$ cat src/rtl/l2_event_tx_pkg.sv
// l2_event_tx_pkg: shared constants, FSM states and helpers for the L2 event transmitter
package l2_event_tx_pkg;
   localparam int P_S = 10;
   localparam int P_N = 10;
   typedef enum logic [1:0] {ST_IDLE, ST_EMIT, ST_GAP} state_t;
   function automatic int clog2(input int v);
      int r = 0;
      for (int i = 0; i < 31; i++) if ((1 << i) < v) r = i + 1;
      return r;
   endfunction
   function automatic logic addr_legal(input int addr, input int s);
      return addr >= 1 && addr <= s;
   endfunction
endpackage

$ cat src/rtl/l2_event_tx_if.sv
// l2_event_tx_if: AER valid/ready handshake between upstream producer and the transmitter
interface l2_event_tx_if #(parameter int p_addr_w = 4);
   logic                i_valid;
   logic [p_addr_w-1:0] i_addr;
   logic                o_ready;
   modport master (output i_valid, i_addr, input o_ready);
   modport slave (input i_valid, i_addr, output o_ready);
endinterface

$ cat src/rtl/l2_event_tx_sync_fifo.sv
// sync_fifo: synchronous FIFO with extra-MSB pointers and a registered read-data port
module sync_fifo #(
   parameter int p_width = 4,
   parameter int p_depth = 8
) (
   input  logic                       i_clk,
   input  logic                       i_rst,
   input  logic                       i_push,
   input  logic [p_width-1:0]         i_data,
   input  logic                       i_pop,
   output logic [p_width-1:0]         o_data,
   output logic                       o_full,
   output logic                       o_empty,
   output logic [$clog2(p_depth):0]   o_level
);
   localparam int aw = $clog2(p_depth);
   logic [p_width-1:0] mem_q [p_depth];
   logic [p_width-1:0] mem_d [p_depth];
   logic [aw:0]        wr_q, wr_d, rd_q, rd_d;
   logic [p_width-1:0] data_q, data_d;
   always_comb begin
      mem_d = mem_q;
      wr_d = wr_q + (aw+1)'(i_push);
      rd_d = rd_q + (aw+1)'(i_pop);
      data_d = i_pop ? mem_q[rd_q[aw-1:0]] : data_q;
      if (i_push) mem_d[wr_q[aw-1:0]] = i_data;
   end
   always_ff @(posedge i_clk) begin
      mem_q <= mem_d;
      if (i_rst) begin
         wr_q <= '0;
         rd_q <= '0;
         data_q <= '0;
      end else begin
         wr_q <= wr_d;
         rd_q <= rd_d;
         data_q <= data_d;
      end
   end
   assign o_level = wr_q - rd_q;
   assign o_full = o_level == (aw+1)'(p_depth);
   assign o_empty = o_level == '0;
   assign o_data = data_q;
endmodule

$ cat src/rtl/l2_event_tx.sv
// l2_event_tx: buffers AER events and replays them as gap-spaced one-hot pulses to L2
module l2_event_tx import l2_event_tx_pkg::*; #(
   parameter int p_s = P_S,
   parameter int p_addr_w = 4,
   parameter int p_depth = 8,
   parameter int p_gap = 4,
   parameter int p_cnt_w = 16
) (
   input  logic                        i_clk,
   input  logic                        i_rst,
   l2_event_tx_if.slave                bus,
   output logic [p_s:1]                o_event,
   output logic                        o_busy,
   output logic [clog2(p_depth):0]     o_level,
   output logic [p_cnt_w-1:0]          o_drop_cnt
);
   localparam int tw = clog2(p_gap + 1);
   logic                ready, full, empty, legal, accept, push, pop;
   logic [p_addr_w-1:0] head;
   state_t              state_q, state_d;
   logic [tw-1:0]       timer_q, timer_d;
   logic [p_s:1]        event_q, event_d;
   logic [p_cnt_w-1:0]  drop_q, drop_d;
   sync_fifo #(.p_width(p_addr_w), .p_depth(p_depth)) u_fifo (
      .i_clk(i_clk), .i_rst(i_rst), .i_push(push), .i_data(bus.i_addr), .i_pop(pop),
      .o_data(head), .o_full(full), .o_empty(empty), .o_level(o_level)
   );
   assign ready = ~full;
   assign bus.o_ready = ready;
   assign legal = addr_legal(int'(bus.i_addr), p_s);
   assign accept = bus.i_valid & ready;
   assign push = accept & legal;
   assign drop_d = (accept & ~legal & ~&drop_q) ? drop_q + 1'b1 : drop_q;
   // GAP leaves one cycle early so the next EMIT lands exactly p_gap after the last pulse
   always_comb begin
      state_d = state_q;
      timer_d = timer_q;
      event_d = '0;
      pop = 1'b0;
      unique case (state_q)
         ST_IDLE: begin
            pop = ~empty;
            state_d = empty ? ST_IDLE : ST_EMIT;
         end
         ST_EMIT: begin
            event_d = p_s'(1) << (head - 1'b1);
            timer_d = tw'(p_gap - 1);
            if (p_gap > 1) state_d = ST_GAP;
            else begin
               pop = ~empty;
               state_d = empty ? ST_IDLE : ST_EMIT;
            end
         end
         ST_GAP: begin
            timer_d = timer_q - 1'b1;
            if (timer_q <= tw'(1)) begin
               pop = ~empty;
               state_d = empty ? ST_IDLE : ST_EMIT;
            end
         end
         default: state_d = ST_IDLE;
      endcase
   end
   always_ff @(posedge i_clk) begin
      if (i_rst) begin
         state_q <= ST_IDLE;
         timer_q <= '0;
         event_q <= '0;
         drop_q <= '0;
      end else begin
         state_q <= state_d;
         timer_q <= timer_d;
         event_q <= event_d;
         drop_q <= drop_d;
      end
   end
   assign o_event = event_q;
   assign o_drop_cnt = drop_q;
   assign o_busy = (o_level != '0) | (state_q != ST_IDLE);
endmodule
$ cat src/flat_wrapper.sv
// flat-port wrapper written by rule: the top's interface ports become plain ports
module l2_event_tx_flat import l2_event_tx_pkg::*;
#(
   parameter int p_s = P_S,
   parameter int p_addr_w = 4,
   parameter int p_depth = 8,
   parameter int p_gap = 4,
   parameter int p_cnt_w = 16
)
  (i_clk, i_rst, o_event, o_busy, o_level, o_drop_cnt, bus_i_valid, bus_i_addr, bus_o_ready);
  l2_event_tx_if #(.p_addr_w(p_addr_w)) bus_i ();
  input  logic i_clk;
  input  logic i_rst;
  output logic [p_s:1] o_event;
  output logic o_busy;
  output logic [clog2(p_depth):0] o_level;
  output logic [p_cnt_w-1:0] o_drop_cnt;
  input wire logic [$bits(bus_i.i_valid)-1:0] bus_i_valid;
  input wire logic [$bits(bus_i.i_addr)-1:0] bus_i_addr;
  output wire logic [$bits(bus_i.o_ready)-1:0] bus_o_ready;
  assign bus_i.i_valid = bus_i_valid;
  assign bus_i.i_addr = bus_i_addr;
  assign bus_o_ready = bus_i.o_ready;
  l2_event_tx #(.p_s(p_s), .p_addr_w(p_addr_w), .p_depth(p_depth), .p_gap(p_gap), .p_cnt_w(p_cnt_w)) u_core (.i_clk(i_clk), .i_rst(i_rst), .bus(bus_i), .o_event(o_event), .o_busy(o_busy), .o_level(o_level), .o_drop_cnt(o_drop_cnt));
endmodule
$ cat config.mk
export PLATFORM = sky130hd
export DESIGN_NAME = l2_event_tx_flat
export DESIGN_NICKNAME = d
export VERILOG_FILES = /design/src/rtl/l2_event_tx_pkg.sv /design/src/rtl/l2_event_tx_if.sv /design/src/rtl/l2_event_tx_sync_fifo.sv /design/src/rtl/l2_event_tx.sv /design/src/flat_wrapper.sv
export SDC_FILE = /design/constraint.sdc
export NUM_CORES = 1
export LEC_CHECK = 0
export CAP_MARGIN = 40
export CORE_MARGIN = 2
export CORE_UTILIZATION = 25
export DETAILED_ROUTE_END_ITERATION = 10
export HOLD_SLACK_MARGIN = 0.1
export PLACE_DENSITY = 0.39
export REMOVE_ABC_BUFFERS = 1
export SLEW_MARGIN = 20
export SYNTH_ARGS = -nofsm -noshare
export SYNTH_HDL_FRONTEND = slang
export SYNTH_SLANG_ARGS = --single-unit
$ cat constraint.sdc
create_clock -name i_clk -period 4.03 [get_ports i_clk]
set_clock_uncertainty 0.15 [all_clocks]
set_input_delay 1.0075 -clock i_clk [delete_from_list [all_inputs] [get_ports i_clk]]
set_output_delay 1.0075 -clock i_clk [all_outputs]
set_load 0.03 [all_outputs]
* Word-level counts from Yosys, hierarchy flattened
Cells that the tools add are included.
** Word-level totals
- Bits in registers :: 75
- Output and inout port bits :: 32
** Cells by class
- $add $sub $neg :: 6
- $lt $le $gt $ge :: 6
- Equal/unequal tests :: 4
- Shift-type cells :: 1
- Muxes and demuxes :: 12
- Bitwise gates (word level) :: 11
- Reduce and logical (&&, ||, !) cells :: 10
** Operators by type and width (number)
- 32-bit bitwise mux :: 1
- 16-bit by 1-bit adder with 16-bit output (second input constant) :: 1
- 16-bit AND reduction :: 1
- 4-bit binary-select mux with 3-bit select :: 1
- 4-bit demux with 3-bit select :: 1
- 4-bit two-way mux :: 3
- 1-bit by 4-bit << shifter with 10-bit output (first input constant) :: 1
- 4-bit by 1-bit adder with 4-bit output :: 2
- 4-bit >= comparator (second input constant) :: 2
- 3-bit inverter with 4-bit output :: 2
- 2-bit one-hot mux with 3 select lines :: 1
- 3-bit one-hot mux with 2 select lines :: 1
- 1-bit AND :: 4
- 4-bit == test (second input constant) :: 1
- 4-bit by 1-bit >= comparator with 1-bit output (second input constant) :: 1
- 4-bit <= comparator (second input constant) :: 1
- 4-bit zero test :: 1
- 4-bit by 1-bit less-than comparator with 1-bit output (second input constant) :: 1
- 1-bit inverter :: 4
- 2-bit nonzero test :: 2
- 4-bit nonzero test :: 1
- 4-bit by 1-bit subtractor with 4-bit output (second input constant) :: 1
- 4-bit subtractor :: 1
- 3-bit by 1-bit <= comparator with 1-bit output (second input constant) :: 1
- other kinds (12) :: 14

* Depth between registers and ports, before layout
Gate-level depths: netlist of run 1.
- Depth after elaboration :: 6
- Mapped depth :: 14
- Depth with buffers taken out :: 13

* Modules after synthesis
Synthesis of run 1 repeated with hierarchy kept, for this count alone.
** Unflattened totals
- Cell total of the unflattened synthesis :: 311
- Area, all modules :: 3395.8 sq um
** By module, submodules not included
- sync_fifo :: times used 1, cells each 136, area an instance 1880.6 sq um, seq. area each 1201.2 sq um
- l2_event_tx :: times used 1, cells each 175, area an instance 1515.2 sq um, seq. area each 620.6 sq um

* Worst setup path after synthesis of run 1
Ideal clock, no wire load.
- Path kind :: reg2out
- Start :: reg u_core.u_fifo.rd_q[1]
- End :: out bus_o_ready
- Arrival time :: 2564 ps
- Required time :: 2873 ps
- Setup slack :: 309 ps
- Cell stages (with the launch flop) :: 10
- Buffers on the path :: 3
- Cell sequence :: dfxtp_1 > clkbuf_1 > inv_1 > fa_1 > xor2_1 > nor3_1 > a21boi_4 > buf_6 > buf_4 > inv_1
** Between the ends
- Word-level cells in the longest chain between the ends :: 3
** RTL lines
- from (decl) :: RTL line l2_event_tx_sync_fifo.sv:19 : logic [aw:0] wr_q, wr_d, rd_q, rd_d;
- from (signal assigned) :: RTL line l2_event_tx_sync_fifo.sv:36 : rd_q <= rd_d;
- 4-bit subtractor :: RTL line l2_event_tx_sync_fifo.sv:40 : assign o_level = wr_q - rd_q;
- named net o_level[2] :: RTL line flat_wrapper.sv:16 : output logic [clog2(p_depth):0] o_level;
- 4-bit == test :: RTL line l2_event_tx_sync_fifo.sv:41 : assign o_full = o_level == (aw+1)'(p_depth);
- 1-bit inverter :: RTL line l2_event_tx.sv:28 : assign ready = ~full;
- to (decl) :: RTL line flat_wrapper.sv:20 : output wire logic [$bits(bus_i.o_ready)-1:0] bus_o_ready;
The timed path passes the listed nets, and every way through them passes these cells.

* Final worst setup path of run 1
- Start :: reg u_core.u_fifo.rd_q[2]
- End :: out o_level[3]
** Between the ends
- Word-level cells in the longest chain between the ends :: 1
** RTL lines (RTL line)
- 4-bit subtractor :: l2_event_tx_sync_fifo.sv:40
- to (decl) :: flat_wrapper.sv:16
No other way between the ends.

==> flow_metrics.py, run 1 <==
metrics = {
    "synthesis": {
        "synth_edf_count": 32,
        "synth_simple_gate_area_share": 0.192,
        "synth.ff_latch_count": 75,
        "async_flop_share": 0,
        "ys_seq_area_frac": 0.532,
        "netlist_area_mm2": 0.00342,
        "syn-instance-count": 300,
        "synth_xor_xnor_area_share": 0.0154,
        "yosysWarningCount": 0,
        "synth_adder_area_share": 0.0607,
        "largest_family_of_logic_cells_by_synthesized_area": "simple AND/OR/NAND/NOR gates",
        "post_synth_mux_area_share": 0.0749,
        "synth_unique_cells": 48,
        "syn_avg_cell_area_um2": 11.4,
        "synth-compound-area-share": 0.0833,
        "ys_flop_type": "sky130_fd_sc_hd__dfxtp_1",
    },
    "cts": {
        "clkSinkCount": 75,
        "cts.path.max_buffers": 2,
        "clock_insertion_delay_worst_skew_ns": 0.33,
        "cts.clk_slew.worst_paths_ns": 0.06,
        "total_cts_buffers": 9,
        "ctsResizeCount": 3,
        "cts_tree": "done",
        "cts_hold_repair.buffers": 0,
        "htree_num_levels": 3,
        "cts_setup_buffers": 0,
        "clock_tree.root_cell": "sky130_fd_sc_hd__clkbuf_16",
    },
    "route": {
        "initialDrtViolationCount": 161,
        "drtAntennaViolNets": 0,
        "drt_first_pass_iters": 4,
        "routed_wirelength_um": 7520,
        "num_vias": 2376,
        "routed_via_density": 4.48,
        "post-route-drc-count": 0,
        "wl_per_cell_um": 14.2,
    },
    "grt": {
        "grt_max_degree": 40,
        "grt_first_pass_wirelength_um": 12500,
        "globalRouteOverflowTotal": 0,
        "grt_antenna_before_repair": 0,
        "overall_global_routing_usage": 0.111,
        "first_global_vias": 2361,
    },
    "pwr": {
        "seq_power_share": 0.372,
        "part_of_the_total_power_dissipated_in_the_clock_network": 0.305,
        "p_total_mw": 2.48,
        "share_comb_of_total_power": 0.323,
        "cellInternalPower_mw": 1.62,
        "peakVddDrop_uv": 158,
        "swShare": 0.345,
        "total_leakage_power_nw": 1.52,
        "power_per_standard_cell_area_mw_per_mm2": 568,
        "power.switching_uw": 855,
    },
    "timing": {
        "max_slew.worst_pin.slew_ns": 0.677,
        "hold_ws_ns": 0.354,
        "max_clock_freq_ghz": 0.268,
        "setup_viol_count_final": 0,
        "final-hold-violation-count": 0,
        "grt_setup_unrepaired": "no",
        "period_share": 0.927,
        "fin_crit_ns": 3.74,
        "tns_ns": 0,
        "relSlewSlack": 0.547,
        "timing_max_transition_violations_final": 0,
    },
    "worst_setup_path": {
        "crit-reg2reg-capture": "u_core.u_fifo.wr_q[1]$_SDFF_PP0_",
        "regToRegStartpoint": "u_core.u_fifo.wr_q[0]$_SDFF_PP0_",
        "critical_path_required_ns": 2.87,
        "critical_path.max_fanout": 5,
        "ff2ff_setup_slack_ns": 0.66,
        "ff2ff_path_depth": 12,
        "worstSetupEndpointType": "output port",
        "critical_path_class": "reg2out",
        "cp-start-kind": "register",
        "worstPathArrival_ns": 2.58,
    },
    "finish": {
        "fill_cells": 1325,
        "number_of_diodes": 0,
        "drive_gt1_frac": 0.161,
        "flow.area_growth_from_synthesis_pct": 27.4,
        "fin_nets": 372,
        "finalCoreUtilization": 0.328,
    },
    "placed_design": {
        "gp_congestion": 0.725,
        "portBuffers": 38,
        "hpwlAfterDp_um": 5280,
    },
    "hold_path": {
        "hold_depth": 2,
        "worst_hold_path.endpoint": "u_core.timer_q[1]$_SDFFE_PP0P_",
        "hp-class": "reg2reg",
        "hold_start": "u_core.timer_q[1]$_SDFFE_PP0P_",
    },
    "die": {
        "die_h_um": 121,
        "core_area_mm2": 0.0133,
        "core.rowCount": 42,
        "initial_utilization": 0.257,
        "fp.dieW_um": 121,
        "io-pin-count": 39,
        "die_area_mm2": 0.0146,
    },
    "job": {
        "drv.max_cap_violation_count": 0,
    },
    "status": {
        "run_status": "finished clean",
    },
}
-- worst max-delay path: stages (launching register included) --
cell and delay, ns:
sky130_fd_sc_hd__dfxtp_1 0.33, sky130_fd_sc_hd__inv_1 0.09, sky130_fd_sc_hd__ha_1 0.33, sky130_fd_sc_hd__and3b_1 0.22
sky130_fd_sc_hd__or3_1 0.47, sky130_fd_sc_hd__nand2_1 0.12, sky130_fd_sc_hd__clkdlybuf4s50_1 0.68
-- per-stage QoR --
| step | worst slack, ns | cells | area (um^2) |
|---|---|---|---|
| 6_report | 0.294 | 530 | 4360 |
| 5_1_grt | 0.119 | 530 | 4360 |
| 4_1_cts | 0.0423 | 530 | 4360 |
| 3_5_place_dp | 0.313 | 514 | 4070 |
| 3_3_place_gp | 0.372 | 513 | 4060 |
| 2_1_floorplan | 0.181 | 284 | 3330 |
-- synth_stat cells, drive strengths merged (5+ instances only) --
cell type,n,share of area
nor4,8,0.015
a21oi,12,0.018
mux4,8,0.053
or4,11,0.025
nand2b,6,0.011
inv,14,0.015
ha,15,0.055
nand2,20,0.022
clkbuf,9,0.0099
a311oi,5,0.013
dfxtp,43,0.25
nor2,31,0.034
mux2,5,0.016
buf,7,0.016
o31ai,10,0.022
nand4,10,0.018
nand3,6,0.0088
nor2b,9,0.016
edfxtp,32,0.28
-- cell type report --
type / count / area, um^2 / area share
Tap cell: 176 / 220 / 0.0505
Inverter: 14 / 52.6 / 0.0121
Timing Repair Buffer: 54 / 509 / 0.117
Clock inverter: 6 / 48.8 / 0.0112
Sequential cell: 75 / 1820 / 0.418
Clock buffer: 10 / 229 / 0.0525
Multi-Input combinational cell: 195 / 1480 / 0.339
-- layer usage --
layer / GRT usage / vias up / share of wire
met4: 0.0545 / 0 / 0.016
met5: 0 / - / 0
met3: 0.0273 / 8 / 0.029
met2: 0.172 / 31 / 0.47
met1: 0.145 / 1125 / 0.49
li1: - / 1212 / -
-- power groups by stage --
stage	registers (mW)	clock network (mW)	logic, mW
after floorplan	0.956	0	0.508
after global placement	0.936	0	0.811
after detailed placement	0.939	0	0.810
after CTS	0.923	0.782	0.822
after global routing	0.936	0.822	0.898
final	0.922	0.756	0.800
-- registers in the layout, summed over array words and instances, names as in the netlist --
name	cells
u_core.u_fifo.mem_q	32
u_core.o_drop_cnt	16
u_core.o_event	10
u_core.u_fifo.o_data	4
u_core.u_fifo.rd_q	4
u_core.u_fifo.wr_q	4
u_core.timer_q	3
u_core.state_q	2
-- cell usage in the layout (no fill, tap or decap), types with 5 or more instances in the layout --
master	instances
sky130_fd_sc_hd__nor2b_1	9
sky130_fd_sc_hd__ha_1	15
sky130_fd_sc_hd__clkbuf_16	9
sky130_fd_sc_hd__dfxtp_1	41
sky130_fd_sc_hd__nor4_1	8
sky130_fd_sc_hd__buf_4	15
sky130_fd_sc_hd__nand2b_1	6
sky130_fd_sc_hd__or4_1	10
sky130_fd_sc_hd__clkdlybuf4s50_1	36
sky130_fd_sc_hd__inv_1	13
sky130_fd_sc_hd__a21oi_1	12
sky130_fd_sc_hd__a311oi_1	5
sky130_fd_sc_hd__nand4_1	10
sky130_fd_sc_hd__edfxtp_1	32
sky130_fd_sc_hd__nor2_1	31
sky130_fd_sc_hd__mux4_2	8
sky130_fd_sc_hd__nand3_1	6
sky130_fd_sc_hd__nand2_1	20
sky130_fd_sc_hd__o31ai_1	10
-- logic make-up after synthesis --
| logic type | after synthesis |
|---|---|
| AND/OR/NAND/NOR | 120 |
| flip-flops | 75 |
| AO/OA/AOI/OAI | 38 |
| buffers and inverters | 30 |
| adder cells (fa/ha/maj) | 16 |
| multiplexers | 15 |
| XOR/XNOR | 6 |
-- how the worst max path moves through the flow --
stage	startpoint	end	slack (ns)
2_1_floorplan	u_core.u_fifo.rd_q[0]$_SDFF_PP0_	u_core.u_fifo.mem_q[10]$_DFFE_PP_	0.18
3_3_place_gp	u_core.u_fifo.wr_q[0]$_SDFF_PP0_	o_busy	0.37
3_5_place_dp	u_core.u_fifo.wr_q[0]$_SDFF_PP0_	o_busy	0.31
4_1_cts	u_core.u_fifo.wr_q[0]$_SDFF_PP0_	o_busy	0.04
5_1_grt	u_core.u_fifo.rd_q[2]$_SDFF_PP0_	o_level[3]	0.12
6_report	u_core.u_fifo.rd_q[2]$_SDFF_PP0_	o_level[3]	0.29
Note: power is estimated with default switching activity, not from simulation.
==> run 2: changes to the inputs <==
--- a/config.mk
+++ b/config.mk
@@ -5,12 +5,15 @@
 export SDC_FILE = /design/constraint.sdc
 export NUM_CORES = 1
 export LEC_CHECK = 0
+export ABC_AREA = 1
 export CAP_MARGIN = 40
+export CELL_PAD_IN_SITES_DETAIL_PLACEMENT = 0
+export CELL_PAD_IN_SITES_GLOBAL_PLACEMENT = 1
 export CORE_MARGIN = 2
 export CORE_UTILIZATION = 25
 export DETAILED_ROUTE_END_ITERATION = 10
 export HOLD_SLACK_MARGIN = 0.1
-export PLACE_DENSITY = 0.39
+export PLACE_DENSITY = 0.48
 export REMOVE_ABC_BUFFERS = 1
 export SLEW_MARGIN = 20
 export SYNTH_ARGS = -nofsm -noshare
==> flow_metrics.py, run 2 <==
metrics = {
    "synthesis": {
        "post-synth-top-count-cell": "sky130_fd_sc_hd__nand2_1",
        "post-synth-top-area-cell": "sky130_fd_sc_hd__edfxtp_1",
        "syn_avg_cell_area_um2": 8.76,
        "synth_unique_cells": 33,
        "yosysWarningCount": 0,
        "ys_seq_area_frac": 0.504,
        "synthTopCellsByCount": "sky130_fd_sc_hd__nand2_1, sky130_fd_sc_hd__nor2_1, sky130_fd_sc_hd__dfxtp_1, sky130_fd_sc_hd__inv_1, sky130_fd_sc_hd__edfxtp_1",
        "syn-instance-count": 413,
        "synth.ff_latch_count": 75,
        "ys_flop_type": "sky130_fd_sc_hd__dfxtp_1",
        "synth.top_cells.by_area": "sky130_fd_sc_hd__edfxtp_1, sky130_fd_sc_hd__dfxtp_1, sky130_fd_sc_hd__nand2_1",
        "async_flop_share": 0,
        "synth_top_area_frac": 0.266,
        "synth_edf_count": 32,
        "netlist_area_mm2": 0.00362,
    },
    "timing": {
        "timing_max_transition_violations_final": 0,
        "hold_ws_ns": 0.317,
        "fin_crit_ns": 3.80,
        "grt_setup_unrepaired": "no",
        "max_slew.worst_pin.slew_ns": 0.519,
        "max_clock_freq_ghz": 0.263,
        "relSlewSlack": 0.653,
        "tns_ns": 0,
        "setup_viol_count_final": 0,
        "period_share": 0.943,
        "final-hold-violation-count": 0,
        "final.setup.worst_slack_ns": 0.229,
    },
    "finish": {
        "finalNonFillerCells": 641,
        "multi_input_comb_area_mm2": 0.00158,
        "max_flop_register": "u_core.u_fifo.mem_q",
        "fin_nets": 479,
        "flow.area_growth_from_synthesis_pct": 24.3,
        "layout.cells.most_common": "sky130_fd_sc_hd__nand2_1",
        "fill_cells": 1515,
        "finalCoreUtilization": 0.321,
        "number_of_diodes": 0,
        "seq_area_mm2": 0.00182,
        "largest_register_ff_count": 32,
        "final_design_area_no_fill_mm2": 0.00450,
        "drive_gt1_frac": 0.117,
        "layout_common_cells": "sky130_fd_sc_hd__nand2_1, sky130_fd_sc_hd__nor2_1, sky130_fd_sc_hd__dfxtp_1",
    },
    "worst_setup_path": {
        "regToRegStartpoint": "u_core.u_fifo.wr_q[0]$_SDFF_PP0_",
        "ff2ff_path_depth": 13,
        "worstSetupEndpointType": "output port",
        "worstPathCellList": "inv_1 -> ha_1 -> inv_2 -> fa_1 -> or2_4 -> nor2_4 -> nand3_4 -> clkdlybuf4s50_1",
        "critPathBufInv": 3,
        "critical-path-max-stage-delay_ns": 0.63,
        "critical_path_required_ns": 2.87,
        "critical-path-top-delay-family": "buffers and inverters",
        "crit-reg2reg-capture": "u_core.u_fifo.rd_q[2]$_SDFF_PP0_",
        "critical_path.max_fanout": 4,
        "ff2ff_setup_slack_ns": 1.21,
        "worstPathArrival_ns": 2.64,
        "worstSetupStartpoint": "u_core.u_fifo.wr_q[0]$_SDFF_PP0_",
        "critical_path_class": "reg2out",
        "crit_slowest_cell": "sky130_fd_sc_hd__clkdlybuf4s50_1",
        "cp_num_cells": 8,
        "cp-start-kind": "register",
        "worst_setup_path_endpoint": "bus_o_ready",
    },
    "die": {
        "core_area_mm2": 0.0140,
        "die_h_um": 124,
        "initial_utilization": 0.259,
        "core.rowCount": 43,
        "die_area_mm2": 0.0154,
        "io-pin-count": 39,
        "fp.dieW_um": 124,
    },
    "cts": {
        "cts.clk_slew.worst_paths_ns": 0.06,
        "cts.path.max_buffers": 2,
        "total_cts_buffers": 9,
        "cts_hold_repair.buffers": 0,
        "clock_tree.root_cell": "sky130_fd_sc_hd__clkbuf_16",
        "clkSinkCount": 75,
        "ctsResizeCount": 0,
        "clock_insertion_delay_worst_skew_ns": 0.34,
        "cts_tree": "done",
        "cts_setup_buffers": 0,
        "htree_num_levels": 3,
    },
    "grt": {
        "first_global_vias": 2803,
        "grt_first_pass_wirelength_um": 14400,
        "globalRouteOverflowTotal": 0,
        "grt_max_degree": 23,
        "grt_antenna_before_repair": 0,
        "overall_global_routing_usage": 0.120,
    },
    "hold_path": {
        "hp-class": "reg2reg",
    },
    "route": {
        "drtAntennaViolNets": 0,
        "wl_per_cell_um": 13.5,
        "drt_first_pass_iters": 4,
        "initialDrtViolationCount": 112,
        "dr.max_layer_used": "met4",
        "routed_wirelength_um": 8650,
        "met2RoutedLength_um": 4000,
        "met3_length_um": 379,
        "num_vias": 2764,
        "routed_via_density": 4.31,
        "met1Wirelength_um": 4120,
        "post-route-drc-count": 0,
    },
    "pwr": {
        "p_total_mw": 2.81,
        "power_per_standard_cell_area_mw_per_mm2": 624,
        "total_leakage_power_nw": 1.65,
        "peakVddDrop_uv": 245,
    },
    "status": {
        "run_status": "finished clean",
    },
    "job": {
        "drv.max_cap_violation_count": 0,
    },
    "placed_design": {
        "placed_cell_area_mm2": 0.00420,
        "gp_congestion": 0.742,
        "portBuffers": 38,
        "dp_slack_ns": 0.573,
        "placed_cells": 625,
        "hpwlAfterDp_um": 6260,
    },
}
==> run 2: cell count changes after synthesis, moves of 9 or more <==
cell / delta
sky130_fd_sc_hd__nor2b_1: -9
sky130_fd_sc_hd__nor2_1: +30
sky130_fd_sc_hd__nand2_1: +61
sky130_fd_sc_hd__a21oi_2: +10
sky130_fd_sc_hd__or4_1: -10
sky130_fd_sc_hd__o31ai_1: -10
sky130_fd_sc_hd__inv_1: +29
sky130_fd_sc_hd__nand2_2: +11
sky130_fd_sc_hd__o21ai_0: +27
==> run 2: final cells by class <==
cell class,instances,area share
Clock inverter,4,0.0114
Timing Repair Buffer,42,0.0913
Multi-Input combinational cell,285,0.351
Inverter,43,0.0359
Clock buffer,12,0.0548
Sequential cell,75,0.405
Tap cell,180,0.0501
==> run 2: cell families (layout without fill, tap and decap cells) <==
group / count (synthesis) / count (layout) / share of synthesized area
xor gates and xnor gates: 16 / 16 / 0.0387
AOI/OAI and AO/OA: 65 / 65 / 0.103
adders and majority gates: 16 / 16 / 0.0574
and+or+nand+nor: 188 / 188 / 0.237
buffers and inverters: 53 / 101 / 0.0598
DFF: 75 / 75 / 0.504
==> run 2: per-layer routing <==
| layer | vias to the layer above | GRT usage |
|---|---|---|
| li1 | 1430 | - |
| met1 | 1275 | 0.152 |
| met2 | 48 | 0.190 |
| met3 | 11 | 0.0357 |
| met4 | 0 | 0.0476 |
| met5 | - | 0 |
==> run 2: worst register-to-register path: stages (launching register included) <==
cell and delay, ns:
sky130_fd_sc_hd__dfxtp_1 0.35, sky130_fd_sc_hd__inv_1 0.07, sky130_fd_sc_hd__ha_1 0.21, sky130_fd_sc_hd__inv_2 0.06, sky130_fd_sc_hd__fa_1 0.43, sky130_fd_sc_hd__or2_4 0.27, sky130_fd_sc_hd__nor2_4 0.16, sky130_fd_sc_hd__nand2_1 0.11
sky130_fd_sc_hd__nand2_1 0.23, sky130_fd_sc_hd__inv_1 0.08, sky130_fd_sc_hd__ha_1 0.20, sky130_fd_sc_hd__ha_1 0.19, sky130_fd_sc_hd__xnor2_1 0.14, sky130_fd_sc_hd__nor2_1 0.05
==> run 2: report_power, final <==
part	switching (mW)	internal [mW]
logic	0.699	0.366
registers	0.0581	0.872
clock network	0.315	0.497
==> run 2: worst min-delay path by stage <==
stage,slack [ns],to,startpoint,cells past startpoint
6_report,0.32,u_core.o_event[9]$_SDFF_PP0_,u_core.u_fifo.o_data[3]$_SDFFE_PP0P_,2
5_1_grt,0.35,u_core.o_event[9]$_SDFF_PP0_,u_core.u_fifo.o_data[3]$_SDFFE_PP0P_,2
4_1_cts,0.32,u_core.o_event[9]$_SDFF_PP0_,u_core.u_fifo.o_data[3]$_SDFFE_PP0P_,2
3_5_place_dp,0.31,u_core.o_event[9]$_SDFF_PP0_,u_core.u_fifo.o_data[3]$_SDFFE_PP0P_,2
3_3_place_gp,0.31,u_core.o_event[9]$_SDFF_PP0_,u_core.u_fifo.o_data[3]$_SDFFE_PP0P_,2
2_1_floorplan,0.29,u_core.o_event[9]$_SDFF_PP0_,u_core.u_fifo.o_data[3]$_SDFFE_PP0P_,2
